## src/rtl/fc_readout_argmax.sv

```systemverilog
// Reads NUM_CLASSES fc scores per frame, accumulates them over STEPS frames,
// then reports the argmax class with a one-cycle result_valid pulse.
module fc_readout_argmax #(
  parameter int NUM_CLASSES = 10,
  parameter int STEPS       = 8,
  parameter int ADDR_W      = 14,
  parameter int DATA_W      = 16,
  parameter int ACC_W       = 24
) (
  input  logic              clk,
  input  logic              reset,
  input  logic              start,
  input  logic              clear,
  input  logic [ADDR_W-1:0] src_start_address,
  output logic [ADDR_W-1:0] src_address,
  input  logic [DATA_W-1:0] src_readdata,
  output logic              src_write_en,
  output logic              busy,
  output logic              done,
  output logic              result_valid,
  output logic [3:0]        class_idx,
  output logic [ACC_W-1:0]  class_score,
  output logic [3:0]        step_count
);

  typedef enum logic [2:0] {StIdle, StRead, StAccTail, StArgmax, StFinish} state_t;

  localparam logic [3:0]       K_LAST    = 4'(NUM_CLASSES - 1);
  localparam logic [3:0]       STEP_LAST = 4'(STEPS);
  localparam logic [ACC_W-1:0] ACC_MAX   = {1'b0, {(ACC_W-1){1'b1}}};
  localparam logic [ACC_W-1:0] ACC_MIN   = {1'b1, {(ACC_W-1){1'b0}}};

  state_t r_state, w_state_next;

  logic [ADDR_W-1:0] r_src_address;
  logic [3:0]        r_k;
  logic [3:0]        r_scan;
  logic [3:0]        r_step_count;
  logic              r_busy, r_done, r_result_valid, r_final;
  logic [3:0]        r_class_idx;
  logic [ACC_W-1:0]  r_class_score;
  logic              r_p1_valid;
  logic [3:0]        r_p1_idx;
  logic [3:0]        r_best_idx;
  logic signed [ACC_W-1:0] r_best;
  logic signed [ACC_W-1:0] r_acc [NUM_CLASSES];

  logic [3:0]              w_step_inc;
  logic [ACC_W-1:0]        w_acc_cur;
  logic [ACC_W:0]          w_sum;
  logic [ACC_W-1:0]        w_sum_sat;
  logic signed [ACC_W-1:0] w_scan_val;

  assign w_step_inc = r_step_count + 4'd1;
  assign w_acc_cur  = r_acc[r_p1_idx];
  assign w_scan_val = r_acc[r_scan];

  // One guard bit above ACC_W exposes signed overflow of the add.
  always_comb begin
    w_sum     = {w_acc_cur[ACC_W-1], w_acc_cur}
              + {{(ACC_W+1-DATA_W){src_readdata[DATA_W-1]}}, src_readdata};
    w_sum_sat = w_sum[ACC_W-1:0];
    if (w_sum[ACC_W] != w_sum[ACC_W-1]) begin
      w_sum_sat = w_sum[ACC_W] ? ACC_MIN : ACC_MAX;
    end
  end

  always_ff @(posedge clk) begin
    if (reset) r_state <= StIdle;
    else       r_state <= w_state_next;
  end

  always_comb begin
    w_state_next = r_state;
    case (r_state)
      StIdle:    if (start) w_state_next = StRead;
      StRead:    if (r_k == K_LAST) w_state_next = StAccTail;
      StAccTail: w_state_next = (w_step_inc == STEP_LAST) ? StArgmax : StFinish;
      StArgmax:  if (r_scan == K_LAST) w_state_next = StFinish;
      StFinish:  w_state_next = StIdle;
      default:   w_state_next = StIdle;
    endcase
  end

  always_ff @(posedge clk) begin
    if (reset) begin
      r_src_address  <= '0;
      r_k            <= '0;
      r_scan         <= '0;
      r_step_count   <= '0;
      r_busy         <= 1'b0;
      r_done         <= 1'b0;
      r_result_valid <= 1'b0;
      r_final        <= 1'b0;
      r_class_idx    <= '0;
      r_class_score  <= '0;
      r_p1_valid     <= 1'b0;
      r_p1_idx       <= '0;
      r_best_idx     <= '0;
      r_best         <= '0;
      for (int i = 0; i < NUM_CLASSES; i++) r_acc[i] <= '0;
    end else begin
      r_result_valid <= 1'b0;
      // RAM returns data one cycle after it registers the address.
      r_p1_valid <= (r_state == StRead);
      r_p1_idx   <= r_k;
      if (r_p1_valid) r_acc[r_p1_idx] <= w_sum_sat;

      case (r_state)
        StIdle: begin
          if (clear) begin
            r_step_count <= '0;
            for (int i = 0; i < NUM_CLASSES; i++) r_acc[i] <= '0;
          end
          if (start) begin
            r_busy        <= 1'b1;
            r_done        <= 1'b0;
            r_src_address <= src_start_address;
            r_k           <= '0;
          end
        end
        StRead: begin
          if (r_k != K_LAST) begin
            r_src_address <= r_src_address + ADDR_W'(1);
            r_k           <= r_k + 4'd1;
          end
        end
        StAccTail: begin
          r_step_count <= w_step_inc;
          r_scan       <= '0;
          r_final      <= (w_step_inc == STEP_LAST);
        end
        StArgmax: begin
          if (r_scan == 4'd0) begin
            r_best     <= w_scan_val;
            r_best_idx <= '0;
          end else if (w_scan_val > r_best) begin
            r_best     <= w_scan_val;
            r_best_idx <= r_scan;
          end
          r_scan <= r_scan + 4'd1;
        end
        StFinish: begin
          r_done  <= 1'b1;
          r_busy  <= 1'b0;
          r_final <= 1'b0;
          if (r_final) begin
            r_class_idx    <= r_best_idx;
            r_class_score  <= r_best;
            r_result_valid <= 1'b1;
            r_step_count   <= '0;
            for (int i = 0; i < NUM_CLASSES; i++) r_acc[i] <= '0;
          end
        end
        default: ;
      endcase
    end
  end

  assign src_address  = r_src_address;
  assign src_write_en = 1'b0;
  assign busy         = r_busy;
  assign done         = r_done;
  assign result_valid = r_result_valid;
  assign class_idx    = r_class_idx;
  assign class_score  = r_class_score;
  assign step_count   = r_step_count;

endmodule

```

## config.mk

```make
export PLATFORM = sky130hd
export DESIGN_NAME = fc_readout_argmax
export DESIGN_NICKNAME = d
export VERILOG_FILES = /design/src/rtl/fc_readout_argmax.sv
export SDC_FILE = /design/constraint.sdc
export NUM_CORES = 1
export LEC_CHECK = 0
export CORE_MARGIN = 4
export CORE_UTILIZATION = 56
export DETAILED_ROUTE_END_ITERATION = 16
export PLACE_DENSITY = 0.77
export SLEW_MARGIN = 5
export SYNTH_ARGS = -nofsm -noshare
export SYNTH_HDL_FRONTEND = slang
export SYNTH_SLANG_ARGS = --single-unit
```

## constraint.sdc

```tcl
create_clock -name clk -period 4.7 [get_ports clk]
set_input_delay 0.47 -clock clk [delete_from_list [all_inputs] [get_ports clk]]
set_output_delay 0.47 -clock clk [all_outputs]
set_load 0.02 [all_outputs]
```

# [After elaboration in Yosys (flattened, before gate mapping)]
# Memories as Yosys holds them, arrays and structs flattened. A register that Yosys moved wholly into a read port is not among the register bits.
# Cells that the tools add are included.
# W data, S select, Z words.
[classes] n_addsub=5 mul=0 n_div=0 magnitude_cmp=1 eq_ne=35 n_shift=0 n_mux=62 n_bitwise=80 reduce_logical=14
[ops] operator="$mux W24" n=24
[ops] operator="$eq A4 B4 Y1 const B" n=23
[ops] operator="$and A1 B1 Y1" n=40
[ops] operator="$mux W4" n=9
[ops] operator="$mux W14" n=2
[ops] operator="$pmux W14 S2" n=1
[ops] operator="$add A24 B16 Y25" n=1
[ops] operator="$gt A24 B24 Y1" n=1
[ops] operator="$not A1 Y1" n=20
[ops] operator="$or A1 B1 Y1" n=20
[ops] operator="$pmux W4 S2" n=2
[ops] operator="$mux W1" n=15
[ops] operator="$add A14 B1 Y14 const B" n=1
[ops] operator="$add A4 B1 Y4 const B" n=3
[ops] operator="$mux W3" n=4
[ops] operator="$pmux W3 S4" n=1
[ops] operator="$pmux W4 S3" n=1
[ops] operator="$ne A2 B2 Y1 const B" n=5
[ops] operator="$reduce_bool A2 Y1" n=5
[ops] operator="$reduce_and A3 Y1" n=3
[ops] operator="$eq A3 B2 Y1 const B" n=2
[ops] operator="$pmux W1 S2" n=3
[ops] operator="$reduce_and A2 Y1" n=3
[ops] operator="$logic_not A4 Y1" n=1
[ops] operator="7 further kinds" n=7
[totals] reg_bits=94 latchBits=0 ram_bits=240 rom_bits=0 in_bits=34 output_inout_bits=50 word_cells=213 n_memories=1
[mem_list] name="r_acc" depth=10 width=24 rd=2 rd_clocked_by_memory_dff=2 write_ports=11 line="46" text="logic signed [ACC_W-1:0] r_acc [NUM_CLASSES];"

# [Longest topological paths before layout]
[logic_depth] ltp_word=26 mapped_depth=18 depth_no_buf=13

# [Worst setup path after synthesis]
# Ideal clock, no wire load.
[synth_timing] path_type="register to register" from="reg r_p1_idx[0]" to="mem r_acc[10][16] (data pin)" setup_time_ns=0.263 arrival_time_ns=4.786 path_slack_ns=-0.349 path_stages_with_launch=18 synth_period_minus_slack_ns=5.049 cell_sequence="dfxtp_1 > clkbuf_1 > buf_1 > buf_2 > mux4_2 > mux4_2 > ha_1 > buf_6 > a21o_1 > a311o_1 > a311oi_2 > o21ai_2 > a41o_4 > buf_6 > maj3_2 > mux2i_2 > buf_6 > inv_1"
[synth_rtl] item="start: declaration" line="43" text="logic [3:0] r_p1_idx;"
[synth_rtl] item="start signal: assignment" line="106" text="r_p1_idx <= r_k;"
[synth_rtl] item="end: declaration" line="46"

==> metrics <==
status finished clean; yosys warns 0; CTS tree done; number of global-route vias before repair 18,085; top_reg_cell synth edfxtp_1; Switching Share 28.4%; root buffer cell clkbuf_16; Power Density 398 nW/µm²; startpoint type of the worst setup path register; ys async rst share 0%; Distinct cells, synth 75; worst endpoint required time 5.02 ns; CTS buffer count 50; GRT overflow 0; Final Hold Fails 0; Final Critical Period 4.63 ns; Mapped Cells 1,915; Seq pwr share 43.2%; CP arrival 4.95 ns; largest net degree at the start of global routing 96; initial antenna violation count 0; Starting Density 57.0%; die span in x 221 µm; sequential fraction of the synthesis area 53.2%; number of flops mapped to enable cells by yosys 384; Hold Crit Class input port to register; Die H 221 µm; Slew Limit Fails 0; routed len/inst 27.8 µm; DR pass1 iterations 8; crit path max fanout 11; Logic pwr share 21.2%; Setup TNS Final 0 ns; part of the power in the clock network 35.6%; clock buffer depth 3; highest clock rate 216 MHz; Buffers on Ports 82; core area 44,500 µm²; final WL 74,400 µm; Max-cap violations 0; top cell type's share of synthesized area 45.4%; synthesized area 25,400 µm²; area delta synth->final 17.6%; cell taking the most area after synthesis edfxtp_1; CP endpoint kind register; DR iter-0 viols 2,805; R2R cell count 15; Crit Path Category register to register; Yosys reg bits 482; Cell Rows 77; final core occ 67.0%; Finish-stage setup viols 0; Die ar. 48,800 µm²; H-tree levels 2; residual DRC count 0; hold depth 3; P_leak 10.4 nW; VDD IR max 0.425 mV; via count 18,083; CTS clk-pin slew, worst paths 0.06 ns; fin crit share 98.5%; layout cells sized above 1 26.5%; Global Route Usage Sum 29.1%; number of routed nets with antenna violations 0; count leader, synth edfxtp_1; RD Place Congestion 0.956; Mapped Nets 2,005; ranking of synthesized cells by area edfxtp_1 45%, mux4_2 21%, dfxtp_1 7.7%; routed vias/inst 6.77; sw power 3.37 mW; Worst-Margin Slew 1.28 ns; # IOs 84; Mapped Avg Cell Area 13.3 µm²; Worst slew margin 14.3%; detailed placement HPWL 45,500 µm; clk_lat worst skew 0.63 ns; Int Power 8.50 mW; clock skew 0.0406 ns; # clock sinks 482; nets 2,127; top cells by count, synth 384 x edfxtp_1, 319 x nor2_1, 240 x mux4_2; first-pass GRT wire length 109,000 µm
-- state kept, by name, indices dropped and copies added, names as in the netlist, named ones only --
register	count
r_p1_idx	4
r_state	3
src_address	14
busy	1
step_count	4
done	1
r_k	4
class_idx	4
result_valid	1
r_scan	4
r_p1_valid	1
r_best_idx	4
r_best	24
class_score	24
r_acc	384
r_final	1
-- path summary, 6_finish.rpt --
path / startpoint / end / slack, ns
hold reg to reg: class_score[18]$_SDFFE_PP0N_ / class_score[18]$_SDFFE_PP0N_ / 0.45
setup reg to reg: r_p1_idx[0]$_SDFF_PP0_ / r_acc[5][12]$_SDFFCE_PN0P_ / 0.07
setup / recovery: r_p1_idx[0]$_SDFF_PP0_ / r_acc[5][12]$_SDFFCE_PN0P_ / 0.07
hold / removal: src_start_address[0] / src_address[0]$_SDFFE_PP0P_ / 0.43
-- critical path, cell delays in order (launching register included) --
cell	delay, ns
dfxtp_4	0.47
buf_12	0.16
buf_16	0.14
mux4_2	0.52
mux4_2	0.55
ha_1	0.24
a21o_1	0.19
o21bai_2	0.23
a221o_1	0.33
a21o_1	0.23
a41o_4	0.30
buf_12	0.14
maj3_2	0.30
mux2i_2	0.17
buf_4	0.23
nor2_1	0.10
-- cell usage in the layout (no fill, tap or decap), types with 10 or more instances in the layout --
cell type	synthesis	routed
buf_12	0	21
mux4_2	240	240
inv_1	58	58
ha_1	55	46
nand2_1	126	126
o21ai_0	35	32
edfxtp_1	384	384
nand4_1	12	12
nand3_1	37	36
a21o_1	23	23
mux2i_1	31	29
a21oi_1	108	105
clkbuf_16	0	55
nor3_1	55	45
buf_6	8	11
buf_4	4	99
dfxtp_1	98	92
and3_1	14	13
clkinv_2	0	12
nor2_1	319	312
clkdlybuf4s50_1	0	81
a31oi_1	11	10
-- repair_timing --
| action | 4_1_cts | 5_1_grt |
|---|---|---|
| gates cloned | 1 | 9 |
| hold buffers | 0 | 0 |
| setup buffers | 0 | 17 |
| pin swaps | 1 | 9 |
| resized for setup | 11 | 72 |
| endpoints found under the setup margin | 45 | 361 |
| endpoints found under the hold margin | 0 | 0 |
-- layout make-up --
cell class                      instances  area (µm²)
Fill cell                            3000       14700
Sequential cell                       482       13500
Multi-Input combinational cell       1217       11300
Timing Repair Buffer                  223        2280
Clock buffer                           64        1400
Tap cell                              592         741
Clock inverter                         29         380
Inverter                               63         236
Antenna cell                            2        5.00
-- layer usage --
layer  part of all wire [%]  global-route usage [%]  up-vias
met5                      0                       0        -
met4                    5.8                    12.7        0
met3                     12                    6.84      298
met2                     49                    49.3     1277
met1                     34                    36.3     8900
li1                       -                       -     7608
-- cells by family (layout without fill, tap and decap cells) --
family	count (synthesis)	in the layout	share of synthesized area, %
xor+xnor	7	7	0.242
fa+ha+maj	70	70	3.37
mux	279	280	23.0
flops	482	482	53.2
other cells	1	3	0.0148
buf+inv	217	379	3.66
compound gates	251	251	6.29
simple gates	608	608	10.3
-- power groups by stage --
stage	combinational (mW)	clock, mW	sequential, mW
global placement	2.16	0	5.16
finish	2.51	4.23	5.13
detailed placement	2.22	0	5.19
global route	2.67	4.43	5.14
CTS	2.27	4.25	5.11
floorplan	1.48	0	5.16
-- metrics by stage --
| step | power [mW] | setup slack (ns) | std cells | area, µm² | hold slack [ns] |
|---|---|---|---|---|---|
| 6_report | 11.9 | 0.0684 | 2672 | 29800 | 0.429 |
| 5_1_grt | 12.2 | -0.0265 | 2670 | 29800 | 0.443 |
| 4_1_cts | 11.6 | -0.00628 | 2644 | 29200 | 0.411 |
| 3_5_place_dp | 7.41 | -0.106 | 2550 | 27400 | 0.446 |
| 3_3_place_gp | 7.33 | 0.0310 | 2550 | 27400 | 0.444 |
| 2_1_floorplan | 6.64 | 0.00514 | 1915 | 25400 | 0.431 |
No activity file was read; power rests on OpenSTA's default activity.
==> edit: new RTL, same settings <==
Put one more register stage on the output `class_idx`, cleared by the reset. The value now appears one clock later. The other outputs are not delayed to match.
--- a/src/rtl/fc_readout_argmax.sv
+++ b/src/rtl/fc_readout_argmax.sv
@@ -164,3 +164,9 @@
   assign result_valid = r_result_valid;
-  assign class_idx    = r_class_idx;
+  always_ff @(posedge clk) begin
+    if (reset) begin
+      class_idx <= '0;
+    end else begin
+      class_idx <= r_class_idx;
+    end
+  end
   assign class_score  = r_class_score;
Behaviour: no difference found for any inputs over 4 cycles, from zero or initial values and one cycle with reset high; that may be too few to reach the edited logic, so the function may still have changed.
==> edit against the unedited design <==
- worst hold slack better by 0.016 ns
- largest power group unchanged
- final area down 2.7%
- critical path depth down 1
- synthesized area down 0.53%
- power down 5.4%
- sequential cell count up 4
- maximum frequency up 1.3%
- wire length down 6.4%
- setup slack better by 0.059 ns
==> edit: results (changes against the unedited design) <==
----------------------------------------------------
[CTS]
  Post-CTS Setup Bufs ... 3 (+3)
  Clock sink count ... 486 (+0.83%)
  Clock Latency Late Sink ... 0.61 ns (-0.02 ns)
  Number of buffers inserted during clock tree synthesis ... 51 (+2.0%)
  Cells resized by post-CTS repair ... 3 (-8)

[STA]
  Smallest hold slack ... 0.445 ns (+0.0160 ns)
  Highest attainable clock frequency ... 219 MHz (+1.3%)
  Clk_skew ... 0.0246 ns (-0.0160 ns)
  Worst-case headroom to the max-slew limit ... 15.3% (+1.0 points)

[Final layout]
  Area occupied by registers ... 0.0136 mm2 (+0.59%)
  Final Instance Area ... 0.0290 mm2 (-2.7%)
  Invs w/o clock ... 62 (-1.6%)
  Fraction of standard cell area in multi-input logic ... 37.3% (-0.50 points)
  Number of standard cells in the layout, taps in and fillers out ... 2591 (-3.0%)
  Number of nets in the layout ... 2047 (-3.8%)
  Fraction of cell area in non-clock buffers ... 6.78% (-0.86 points)
  # fillers ... 3066 (+2.2%)
  Multi-input logic cell count ... 1164 (-4.4%)
  Fraction of layout instances using a drive strength above 1 ... 29.8% (+3.3 points)

[Drt]
  Average via count per standard cell ... 6.66 (-1.6%)
  Detailed router's first-iteration violation count ... 2469 (-12%)
  WL final ... 69700 um (-6.4%)

[Power]
  Leakage power ... 9.96 nW (-4.3%)
  Power of the combinational group ... 0.00207 W (-18%)
  Total power density per cell area ... 387 mW/mm2 (-2.7%)
  Switching share of total power ... 28.0% (-0.35 points)

[Global routing]
  Initial antenna violation count ... 3 (+3)
  Total track usage ... 29.0% (-0.16 points)
  Wire length of the first global-routing pass ... 104000 um (-4.3%)

[Yosys]
  Synth unique cells ... 66 (-12%)
  Adder-Cell Fraction of Synth Area ... 2.81% (-0.57 points)
  Share of the synthesized area in compound gates (AO/OA/AOI/OAI) ... 6.90% (+0.61 points)
  Sequential cell area fraction in the yosys report ... 53.8% (+0.60 points)
  XOR/XNOR Fraction of Synth Area ... 0.625% (+0.38 points)
  Ranking of synthesized cells by area ... sky130_fd_sc_hd__edfxtp_1 46%, sky130_fd_sc_hd__mux4_2 21%, sky130_fd_sc_hd__dfxtp_1 8.1%, sky130_fd_sc_hd__nor2_1 3.3%, sky130_fd_sc_hd__ha_1 2.7%
  Share of synthesized area spent on multiplexers ... 21.6% (-1.4 points)

[Placement]
  Detail Placement HPWL ... 44100 um (-3.1%)
  Standard cell area after detailed placement ... 0.0271 mm2 (-0.91%)
  Dpl ws ... -0.0948 ns (+0.0108 ns)
  Final weighted congestion in routability-driven placement ... 0.937 (-1.9%)

[Outcome]
  Status ... finished clean

[Critical path]
  Cell count of the worst reg-to-reg path ... 14 (-1)
  Crit Reg-Reg Endpoint ... r_acc[13][5]
  Maximum fanout count along the critical path ... 13 (+2)

----------------------------------------------------
## edit: cell count changes in the layout (fill, tap and decap cells not counted), moves of 9 or more
cell / change
sky130_fd_sc_hd__a21oi_4: +14
sky130_fd_sc_hd__buf_4: -15
sky130_fd_sc_hd__a21oi_1: +15
sky130_fd_sc_hd__buf_6: -9
sky130_fd_sc_hd__o21ai_0: +25
sky130_fd_sc_hd__mux2i_1: -28
sky130_fd_sc_hd__inv_2: +13
sky130_fd_sc_hd__nor2_1: -93
sky130_fd_sc_hd__nor3_1: -38
sky130_fd_sc_hd__a21o_1: -15
sky130_fd_sc_hd__nand3_1: +18
sky130_fd_sc_hd__inv_1: -14
sky130_fd_sc_hd__nor2_2: +90
## edit: layer usage
layer  wire length [um]  vias to the layer above  track usage (%)
met4               3150                        4             12.3
met3               8980                      230             9.43
li1                   -                     7279                -
met2              33200                     1160             47.1
met1              24300                     8575             36.1
met5                 21                        -                0
